### config.mk
export PLATFORM = sky130hd
export DESIGN_NAME = spike_rate_decoder
export DESIGN_NICKNAME = d
export VERILOG_FILES = /design/src/rtl/spike_dec_pkg.sv /design/src/rtl/spike_isi_timer.sv /design/src/rtl/spike_rate_decoder.sv
export SDC_FILE = /design/constraint.sdc
export NUM_CORES = 1
export LEC_CHECK = 0
export BUFFER_PORTS_ARGS = -buffer_cell sky130_fd_sc_hd__buf_2
export CORE_MARGIN = 10
export CORE_UTILIZATION = 50
export DETAILED_ROUTE_END_ITERATION = 8
export GPL_TIMING_DRIVEN = 0
export PLACE_DENSITY = 0.76
export SLEW_MARGIN = 30
export SYNTH_ARGS = -nofsm -noshare
export SYNTH_HDL_FRONTEND = slang
export SYNTH_SLANG_ARGS = --single-unit
### constraint.sdc
create_clock -name clk -period 2.4 [get_ports clk]
set_clock_uncertainty 0.15 [all_clocks]
set_input_delay 0.48 -clock clk [delete_from_list [all_inputs] [get_ports clk]]
set_output_delay 0.48 -clock clk [all_outputs]
set_load 0.03 [all_outputs]
### src/rtl/spike_dec_pkg.sv
// Shared types and helpers for the spike rate decoder.
// Holds the FSM state type, default sizing constants and the saturation helper.
package spike_dec_pkg;

  typedef enum logic {
    IDLE  = 1'b0,
    ACCUM = 1'b1
  } state_t;

  localparam int DEF_WINDOW = 16;
  localparam int DEF_CNT_W  = 8;
  localparam int DEF_ISI_W  = 8;

  // True when a counter at value v may still step by one without passing max_v.
  function automatic logic sat_inc_ok(input logic [31:0] v, input logic [31:0] max_v, input logic inc);
    return inc && (v < max_v);
  endfunction

endpackage

### src/rtl/spike_isi_timer.sv
// Inter-spike interval timer: counts enabled cycles between spikes, saturating.
// Only instantiated when SPIKE_RATE_DECODER_ISI_EN is defined.
module spike_isi_timer
  import spike_dec_pkg::*;
#(
  parameter int ISI_W = DEF_ISI_W
) (
  input  logic             clk,
  input  logic             rst,
  input  logic             run,
  input  logic             clear,
  input  logic             spike,
  output logic [ISI_W-1:0] isi_o,
  output logic             isi_valid
);

  localparam logic [31:0] ISI_MAX = 32'((64'd1 << ISI_W) - 64'd1);

  logic [ISI_W-1:0] cnt_reg;
  logic             seen_reg;
  logic [ISI_W-1:0] cnt_step;

  // cnt_reg + 1 with saturation; also the interval ending on the current spike cycle.
  assign cnt_step = cnt_reg + ISI_W'(sat_inc_ok(32'(cnt_reg), ISI_MAX, 1'b1));

  always_ff @(posedge clk) begin
    if (rst) begin
      cnt_reg   <= '0;
      seen_reg  <= 1'b0;
      isi_o     <= '0;
      isi_valid <= 1'b0;
    end else begin
      isi_valid <= 1'b0;
      if (clear) begin
        cnt_reg  <= '0;
        seen_reg <= 1'b0;
      end else if (run) begin
        if (spike) begin
          if (seen_reg) begin
            isi_o     <= cnt_step;
            isi_valid <= 1'b1;
          end
          cnt_reg  <= '0;
          seen_reg <= 1'b1;
        end else begin
          cnt_reg <= cnt_step;
        end
      end
    end
  end

endmodule

### src/rtl/spike_rate_decoder.sv
// Rate decoder: counts spikes per WINDOW-cycle window and hands the count out over valid/ready.
// Define SPIKE_RATE_DECODER_ISI_EN to add inter-spike interval measurement on isi_o/isi_valid.
module spike_rate_decoder
  import spike_dec_pkg::*;
#(
  parameter int WINDOW = DEF_WINDOW,
  parameter int CNT_W  = DEF_CNT_W,
  parameter int ISI_W  = DEF_ISI_W
) (
  input  logic             clk,
  input  logic             rst,
  input  logic             en,
  input  logic             spike_in,
  output logic [CNT_W-1:0] rate_o,
  output logic             rate_valid,
  input  logic             rate_ready,
  input  logic             ovr_clr,
  output logic             overrun,
  output logic [ISI_W-1:0] isi_o,
  output logic             isi_valid
);

  localparam int          IDX_W   = $clog2(WINDOW);
  localparam logic [31:0] CNT_MAX = 32'((64'd1 << CNT_W) - 64'd1);

  state_t           state_reg;
  logic [IDX_W-1:0] idx_reg;
  logic [CNT_W-1:0] acc_reg;
  logic [CNT_W-1:0] acc_next;
  logic             counting;
  logic             last_cycle;
  logic             result_free;

  assign acc_next    = acc_reg + CNT_W'(sat_inc_ok(32'(acc_reg), CNT_MAX, spike_in));
  assign counting    = (state_reg == ACCUM) && en;
  assign last_cycle  = counting && (idx_reg == IDX_W'(WINDOW - 1));
  // A new result may overwrite the output only if the slot is empty or being drained now.
  assign result_free = !rate_valid || rate_ready;

  always_ff @(posedge clk) begin
    if (rst) begin
      state_reg  <= IDLE;
      idx_reg    <= '0;
      acc_reg    <= '0;
      rate_o     <= '0;
      rate_valid <= 1'b0;
      overrun    <= 1'b0;
    end else begin
      case (state_reg)
        IDLE: begin
          idx_reg <= '0;
          acc_reg <= '0;
          if (en) state_reg <= ACCUM;
        end
        ACCUM: begin
          if (!en) begin
            state_reg <= IDLE;
            idx_reg   <= '0;
            acc_reg   <= '0;
          end else if (last_cycle) begin
            idx_reg <= '0;
            acc_reg <= '0;
          end else begin
            idx_reg <= idx_reg + IDX_W'(1);
            acc_reg <= acc_next;
          end
        end
        default: state_reg <= IDLE;
      endcase

      if (last_cycle && result_free) begin
        rate_o     <= acc_next;
        rate_valid <= 1'b1;
      end else if (rate_valid && rate_ready) begin
        rate_valid <= 1'b0;
      end

      if (last_cycle && !result_free) overrun <= 1'b1;
      else if (ovr_clr)               overrun <= 1'b0;
    end
  end

`ifdef SPIKE_RATE_DECODER_ISI_EN
  spike_isi_timer #(
    .ISI_W(ISI_W)
  ) u_isi (
    .clk       (clk),
    .rst       (rst),
    .run       (counting),
    .clear     ((state_reg == ACCUM) && !en),
    .spike     (spike_in),
    .isi_o     (isi_o),
    .isi_valid (isi_valid)
  );
`else
  assign isi_o     = '0;
  assign isi_valid = 1'b0;
`endif

endmodule

==> impl_metrics.toml, run 1 <==
[status]
status = "completed"

[route]
viasPerCell = 4.951
post_drt_wl_per_cell_um = 12.57
drt-met1-wl_um = 844
ant_nets = 0
vias = 807
dr_wl_met3_um = 153
drc = 0
drt-total-wl_um = 2049
top_layer_used = "met4"
dr.pass1.iters = 4
route.met2.wl_um = 1024
dr.first_iter.drc_count = 38

[placed_design]
place_congestion = 0.8331
io_buffers = 15
place_area_sq_um = 1125
dp_hpwl_um = 1617

[clock_tree]
clock-root-buffer = "clkbuf_4"
clk_path_buf_depth = 2
cts-htree-levels = 1
numCtsBuffers = 3
clock_insertion_delay_worst_skew_ns = 0.32
clock-sinks = 23
path_clk_slew_ns = 0.13
cts_resized = 0
post_cts_buffers = 0
cts_tree = "yes"
hold_buffers = 0

[timing]
fin_crit_sh_pct = 86.02
setup_violations = 0
final.min_clock_period_ns = 2.064
finalHoldViolations = 0
fmax_mhz = 484.4
slew_violations = 0
rsz0062_at_grt = "no"
relSlewSlack_pct = 55.78
tns_ns = 0
worst_pin_slew_ns = 0.6583

[pwr]
leakage_nw = 0.4875
powerDensity_nw_per_um2 = 531.3
fin_total_pwr_mw = 0.6122
ir_drop_v = 0.0003840

[setup_path]
crit_slowest_cell = "dfxtp_1"
critPathKind = "reg2reg"
worst-path-buf-inv = 1
cp.arrival_ns = 2.14
crit_path_cell_trace = "nand4_2 > o21a_1 > ha_1 > ha_1 > inv_1 > or3_1 > a311oi_1"
worst-path-max-fanout = 5
cp_top_family = "simple AND/OR/NAND/NOR gates"
crit_top_cell = "ha_1"
required_ns = 2.48
startpoint_type = "register"
cpPeakStageDelay_ns = 0.39
end_kind = "register"
reg2reg_depth = 7
path_depth = 7

[job]
drv_cap = 0

[min_path]
hold_depth = 2
worstHoldPathType = "in2reg"

[die]
die_w_um = 64.41
coreArea_sq_um = 1922
boundaryPins = 25
die_h_um = 64.41
start_util_pct = 51.30
dieArea_sq_um = 4148
rows = 16

[layout]
n_fill_cell = 193
finalNetCount = 146
syn2layout_area_growth_pct = 16.88
fin_area_sq_um = 1152
n_antenna_cell = 0
drive_gt1_share_pct = 21.32

[logic_synthesis]
synth_top_flop_cell = "dfxtp_1"
netlist_area_sq_um = 985.9
synth.top_cell.area_share_pct = 46.70
synth_cell_types = 27
yosysMostFrequentCell = "dfxtp_1"
synth_edf_count = 0
synthTopCellsByCount = "23 x dfxtp_1, 10 x nor2_1, 9 x buf_4, 7 x nand3_1"
async_flop_share_pct = 0
ys_warn_count = 0
synth_seq_cells = 23
syn_area_per_cell_sq_um = 9.045
yosysTopAreaCell = "dfxtp_1"
synth_area_leaders = "dfxtp_1 47%, buf_4 6.9%, a31oi_1 3.8%"
syn_inst = 109
synth_seq_area_share_pct = 46.70

[global_route]
antenna_found_initial = 0
grt_use_total_pct = 10.13
grt_pass1_wl_um = 3491
grt_max_degree = 14
grt_overflow_total = 0
first_global_vias = 793
[where the power goes]
| part | total [mW] | switching (mW) | internal [mW] |
|---|---|---|---|
| Clock | 0.179 | 0.116 | 0.0624 |
| Combinational | 0.0490 | 0.0320 | 0.0169 |
| Sequential | 0.385 | 0.00126 | 0.383 |
| Total | 0.612 | 0.149 | 0.463 |
[cells in the final DEF, fill, tap and decap left out, types with 3 or more instances in the layout]
| master | instances |
|---|---|
| a21oi_1 | 6 |
| xor2_1 | 4 |
| ha_1 | 3 |
| or3_1 | 3 |
| o21ai_0 | 3 |
| a31oi_1 | 6 |
| nand3_1 | 7 |
| dfxtp_1 | 23 |
| buf_2 | 15 |
| inv_1 | 5 |
| a311oi_1 | 3 |
| nor2_1 | 10 |
| buf_4 | 9 |
| conb_1 | 9 |
| clkbuf_1 | 5 |
| a211oi_1 | 3 |
| clkbuf_4 | 3 |
| nand4_1 | 3 |
[per-stage QoR]
stage / std cells / utilization, % / hold WS, ns / worst slack, ns
finish: 163 / 59.96 / 0.1888 / 0.3356
global route: 163 / 59.96 / 0.1834 / 0.1706
CTS: 163 / 59.96 / 0.1876 / 0.3179
detailed placement: 159 / 58.53 / 0.2886 / 0.3581
global placement: 159 / 58.53 / 0.2783 / 0.4095
floorplan: 117 / - / 0.2676 / 0.5588
[path summary, 6_finish.rpt]
check	startpoint	end	slack (ns)
worst max register to register	acc_reg[2]	rate_o[6]	0.34
worst min register to register	idx_reg[0]	idx_reg[0]	0.31
worst min-delay path	rst	state_reg	0.19
worst max-delay path	acc_reg[2]	rate_o[6]	0.34
[cell families (layout without fill, tap and decap cells)]
| family | after synthesis | in the layout | synth area share [%] |
|---|---|---|---|
| compound gates | 25 | 25 | 16.50 |
| buf+inv | 19 | 38 | 10.66 |
| other cells | 1 | 9 | 0.3803 |
| xor+xnor | 5 | 5 | 4.441 |
| fa+ha+maj | 3 | 3 | 3.808 |
| flops | 23 | 23 | 46.70 |
| simple gates | 33 | 33 | 17.51 |
[cell type report]
cell class	instances	area [sq um]	share of cell area [%]
timing repair buffer	15	75.07	6.515
clock inverter	1	5.005	0.4343
multi-input combinational	75	450.4	39.09
clock buffer	3	22.52	1.954
buffer	14	86.33	7.492
inverter	5	18.77	1.629
sequential	23	460.4	39.96
tap	27	33.78	2.932
[routing by layer]
layer / up-vias / GRT usage (%)
met5: - / 0
met4: 0 / 3.476
met3: 2 / 3.659
met2: 19 / 17.24
met1: 361 / 11.37
li1: 425 / -
Note: power is estimated with default switching activity, not from simulation.
==> run 2: changes to the inputs <==
Settings changed: CTS_BUF_LIST set to sky130_fd_sc_hd__clkbuf_16.
==> run 2 against run 1 <==
Net effect:
- clock power rose by 100%
- clock-buffer cell count did not move
- routed wire length rose by 4.6%
- cell count did not move
- hold slack improved by 0.074 ns
- design area rose by 4.6%
- critical path type unchanged
- register-to-register slack improved by 0.04 ns
- non-clock buffer count did not move
- setup slack improved by 0.042 ns
- critical path depth did not move
- utilization rose by 2.7 points
- combinational power barely moved
==> impl_metrics.toml, run 2 (synthesis gave the netlist of run 1 again) <==
[global_route]
grt_use_total_pct = 10.80
use_met1_pct = 11.68
grt_overflow_total = 0
met3_usage_pct = 4.530
grt_max_degree = 14
antenna_found_initial = 0
first_global_vias = 828
grt.busiest_layer = "met2"
grtUsageMet2_pct = 17.24
grt_pass1_wl_um = 3663

[layout]
finalNetCount = 146
n_fill_cell = 184
n_antenna_cell = 0
mostFrequentLayoutCell = "dfxtp_1"
fin_util_pct = 62.70
syn2layout_area_growth_pct = 22.21
fin_cells = 163
final_cell_mix = "23 x dfxtp_1, 15 x buf_2, 10 x nor2_1, 9 x buf_4, 9 x conb_1"
drive_gt1_share_pct = 21.32

[setup_path]
startpoint_type = "register"
r2r-end = "rate_o[4]"
worst-path-max-fanout = 5
required_ns = 2.36
crit_slowest_cell = "dfxtp_1"
cpPeakStageDelay_ns = 0.43
crit_path_cell_trace = "nand4_2 > o21a_1 > ha_1 > ha_1 > nand3_1 > xor2_1 > a211oi_1"
worst-path-buf-inv = 0
critPathKind = "reg2reg"
crit_top_cell = "ha_1"
cp_top_family = "adder cells"
end_kind = "register"
r2r_start = "acc_reg[2]"
reg2reg_depth = 7
r2r_slack_ns = 0.38
cp.arrival_ns = 1.98

[clock_tree]
clock-root-buffer = "clkbuf_16"
cts-htree-levels = 1
clock_insertion_delay_worst_skew_ns = 0.26
clk_path_buf_depth = 2
post_cts_buffers = 0
numCtsBuffers = 3
hold_buffers = 0
cts_tree = "yes"
clock-sinks = 23
path_clk_slew_ns = 0.06
cts_resized = 0

[route]
dr.pass1.iters = 4
ant_nets = 0
drc = 0
viasPerCell = 5.043
vias = 822
dr.first_iter.drc_count = 30
drt-total-wl_um = 2143
post_drt_wl_per_cell_um = 13.15

[min_path]
hold_depth = 2
hp-start = "rst"
hold_end = "state_reg"
worstHoldPathType = "in2reg"

[timing]
hold_slack_ns = 0.2632
final.min_clock_period_ns = 2.023
setup_violations = 0
worst_pin_slew_ns = 0.6833
slew_violations = 0
rsz0062_at_grt = "no"
tns_ns = 0
fin_crit_sh_pct = 84.28
fmax_mhz = 494.4
relSlewSlack_pct = 54.09
finalHoldViolations = 0

[status]
status = "completed"

[placed_design]
place_congestion = 0.8331
io_buffers = 15
dp_hpwl_um = 1617
placed_cells = 159

[pwr]
powerDensity_nw_per_um2 = 659.8
leakage_nw = 0.5107
ir_drop_v = 0.0004166

[die]
dieArea_sq_um = 4148
coreArea_sq_um = 1922
start_util_pct = 51.30
boundaryPins = 25
rows = 16
die_h_um = 64.41
die_w_um = 64.41

[job]
drv_cap = 0
[run 2: cell counts in the layout (fill, tap and decap cells not counted)]
Identical to the previous run, type by type.
[run 2: through the flow]
stage	area (sq um)	power [mW]	worst slack (ns)
floorplan	1016	0.4329	0.5588
global placement	1125	0.4402	0.4095
detailed placement	1125	0.4409	0.3581
CTS	1205	0.8002	0.3695
global route	1205	0.8241	0.2313
finish	1205	0.7950	0.3774
[run 2: worst max path at each step]
stage                    start        end  slack, ns  cells past startpoint
floorplan           acc_reg[2]  rate_o[6]       0.56                      7
global placement      spike_in  rate_o[6]       0.41                      7
detailed placement    spike_in  rate_o[6]       0.36                      7
CTS                 acc_reg[2]  rate_o[6]       0.37                      7
global route        acc_reg[2]  rate_o[4]       0.23                      7
finish              acc_reg[2]  rate_o[4]       0.38                      7
[run 2: report_power, final]
group          total [mW]  internal, mW  switching [mW]
sequential          0.385         0.383         0.00127
clock               0.361         0.224           0.137
combinational      0.0492        0.0170          0.0323
total               0.795         0.625           0.170
[run 2: metal layers]
| metal | vias to the layer above | wire length (um) |
|---|---|---|
| met5 | - | 0 |
| met4 | 0 | 48 |
| met3 | 6 | 155 |
| met2 | 25 | 1049 |
| met1 | 368 | 888 |
| li1 | 423 | - |
[run 2: cell type report]
type	count	area, sq um	share of cell area (%)
clock buffer	3	75.07	6.231
timing repair buffer	15	75.07	6.231
sequential	23	460.4	38.21
multi-input combinational	75	450.4	37.38
buffer	14	86.33	7.165
inverter	5	18.77	1.558
clock inverter	1	5.005	0.4154
tap	27	33.78	2.804
==> run 3: changes to the inputs <==
Clock period 2.4 ns to 2.03 ns, I/O delays scaled along.
==> run 3 against run 2 <==
Net effect:
- clock-buffer cell count is the same
- global-route usage barely moved
- die area unchanged
- via count up 0.49%
- setup slack lost 0.28 ns
- hold slack got worse by 0.075 ns
- utilization is 0.33 points higher
- critical path type unchanged
- first-iteration DRC count is 13% higher
- sequential power up 18%
- non-clock buffer count unchanged
- routed wire length increased by 1.2%
- largest cell class unchanged
==> impl_metrics.toml, run 3 (synthesis gave the netlist of run 1 again) <==
[status]
status = "completed"

[route]
viasPerCell = 5.067
drt-total-wl_um = 2169
dr_wl_met3_um = 146
dr.pass1.iters = 4
route.met2.wl_um = 1063
ant_nets = 0
drc = 0
dr.first_iter.drc_count = 34
post_drt_wl_per_cell_um = 13.31
vias = 826
drt-met1-wl_um = 909
top_layer_used = "met4"

[global_route]
first_global_vias = 830
antenna_found_initial = 0
grt_max_degree = 14
grt_use_total_pct = 10.84
grt_overflow_total = 0
grt_pass1_wl_um = 3677

[placed_design]
place_congestion = 0.8331
dp_hpwl_um = 1617
placed_cells = 159
io_buffers = 15
place_area_sq_um = 1125

[timing]
finalHoldViolations = 0
rsz0062_at_grt = "yes"
setup_violations = 0
fin_crit_sh_pct = 95.39
worst_pin_slew_ns = 0.6726
final.min_clock_period_ns = 1.936
fmax_mhz = 516.4
relSlewSlack_pct = 54.82
slew_violations = 0

[layout]
n_antenna_cell = 0
multiInputGateArea_sq_um = 455.4
fin_area_sq_um = 1211
final_cell_mix = "22 x dfxtp_1, 15 x buf_2, 10 x nor2_1, 9 x buf_4, 9 x conb_1"
finalNetCount = 146
n_fill_cell = 184
fin_cells = 163
syn2layout_area_growth_pct = 22.84
seq_area_sq_um = 461.7
mostFrequentLayoutCell = "dfxtp_1"
fin_util_pct = 63.02
drive_gt1_share_pct = 23.53

[setup_path]
startpoint_type = "register"
required_ns = 2.05
cpPeakStageDelay_ns = 0.36
worst-path-max-fanout = 5
cp_top_family = "simple AND/OR/NAND/NOR gates"
critPathKind = "reg2reg"
crit_path_cell_trace = "nand4_2 > o21a_1 > ha_2 > ha_2 > inv_1 > or3_1 > a311oi_1"
worst-path-buf-inv = 1
end_kind = "register"
crit_top_cell = "ha_2"
cp.arrival_ns = 1.96
crit_slowest_cell = "or3_1"

[min_path]
worstHoldPathType = "in2reg"

[pwr]
powerDensity_nw_per_um2 = 774.3
leakage_nw = 0.5060
ir_drop_v = 0.0004861

[clock_tree]
path_clk_slew_ns = 0.06
clock-sinks = 23
clock_insertion_delay_worst_skew_ns = 0.26
cts-htree-levels = 1
cts_tree = "yes"
post_cts_buffers = 0
clock-root-buffer = "clkbuf_16"
clk_path_buf_depth = 2
numCtsBuffers = 3

[job]
drv_cap = 0

[die]
die_h_um = 64.41
boundaryPins = 25
dieArea_sq_um = 4148
coreArea_sq_um = 1922
start_util_pct = 51.30
die_w_um = 64.41
rows = 16
-- run 3: cell counts in the layout (fill, tap and decap cells not counted) --
No cell type changed its count.
-- run 3: power breakdown --
part / switching (mW) / internal [mW] / total [mW]
logic: 0.0383 / 0.0203 / 0.0586
clock network: 0.160 / 0.265 / 0.424
registers: 0.00151 / 0.453 / 0.455
total: 0.199 / 0.739 / 0.938
-- run 3: repair_timing --
item / 4_1_cts / 5_1_grt
endpoints found under the setup margin: 1 / 3
hold buffers: 0 / 0
endpoints found under the hold margin: 0 / 0
resized for setup: 1 / 2
pin swaps: 0 / 1
gates cloned: 0 / 0
-- run 3: through the flow --
| step | setup TNS, ns | power (mW) | setup slack, ns | hold slack (ns) |
|---|---|---|---|---|
| finish | 0 | 0.9378 | 0.09360 | 0.1886 |
| global route | -0.02937 | 0.9748 | -0.02671 | 0.1941 |
| CTS | 0 | 0.9461 | 0.01243 | 0.1873 |
| detailed placement | 0 | 0.5212 | 0.02557 | 0.2886 |
| global placement | 0 | 0.5204 | 0.07664 | 0.2783 |
| floorplan | 0 | 0.5118 | 0.1888 | 0.2676 |
-- run 3: layout make-up --
type                    instances  area share, %
plain buffers                  14          7.128
clock inverters                 1         0.4132
flip-flops and latches         23          38.12
inverters                       5          1.550
well taps                      27          2.789
clock buffers                   3          6.198
repair buffers                 15          6.198
multi-input cells              75          37.60
-- run 3: path summary, 6_finish.rpt --
path                    from         end  slack, ns  depth (start not counted)
hold / removal           rst   state_reg       0.19                          2
setup / recovery  acc_reg[3]   rate_o[6]       0.09                          7
setup reg to reg  acc_reg[3]   rate_o[6]       0.09                          7
hold reg to reg   idx_reg[0]  idx_reg[0]       0.30                          1
-- run 3: routing by layer --
| metal | GRT usage [%] | vias to the layer above |
|---|---|---|
| li1 | - | 425 |
| met1 | 11.78 | 372 |
| met2 | 17.24 | 23 |
| met3 | 4.530 | 6 |
| met4 | 6.417 | 0 |
| met5 | 0 | - |
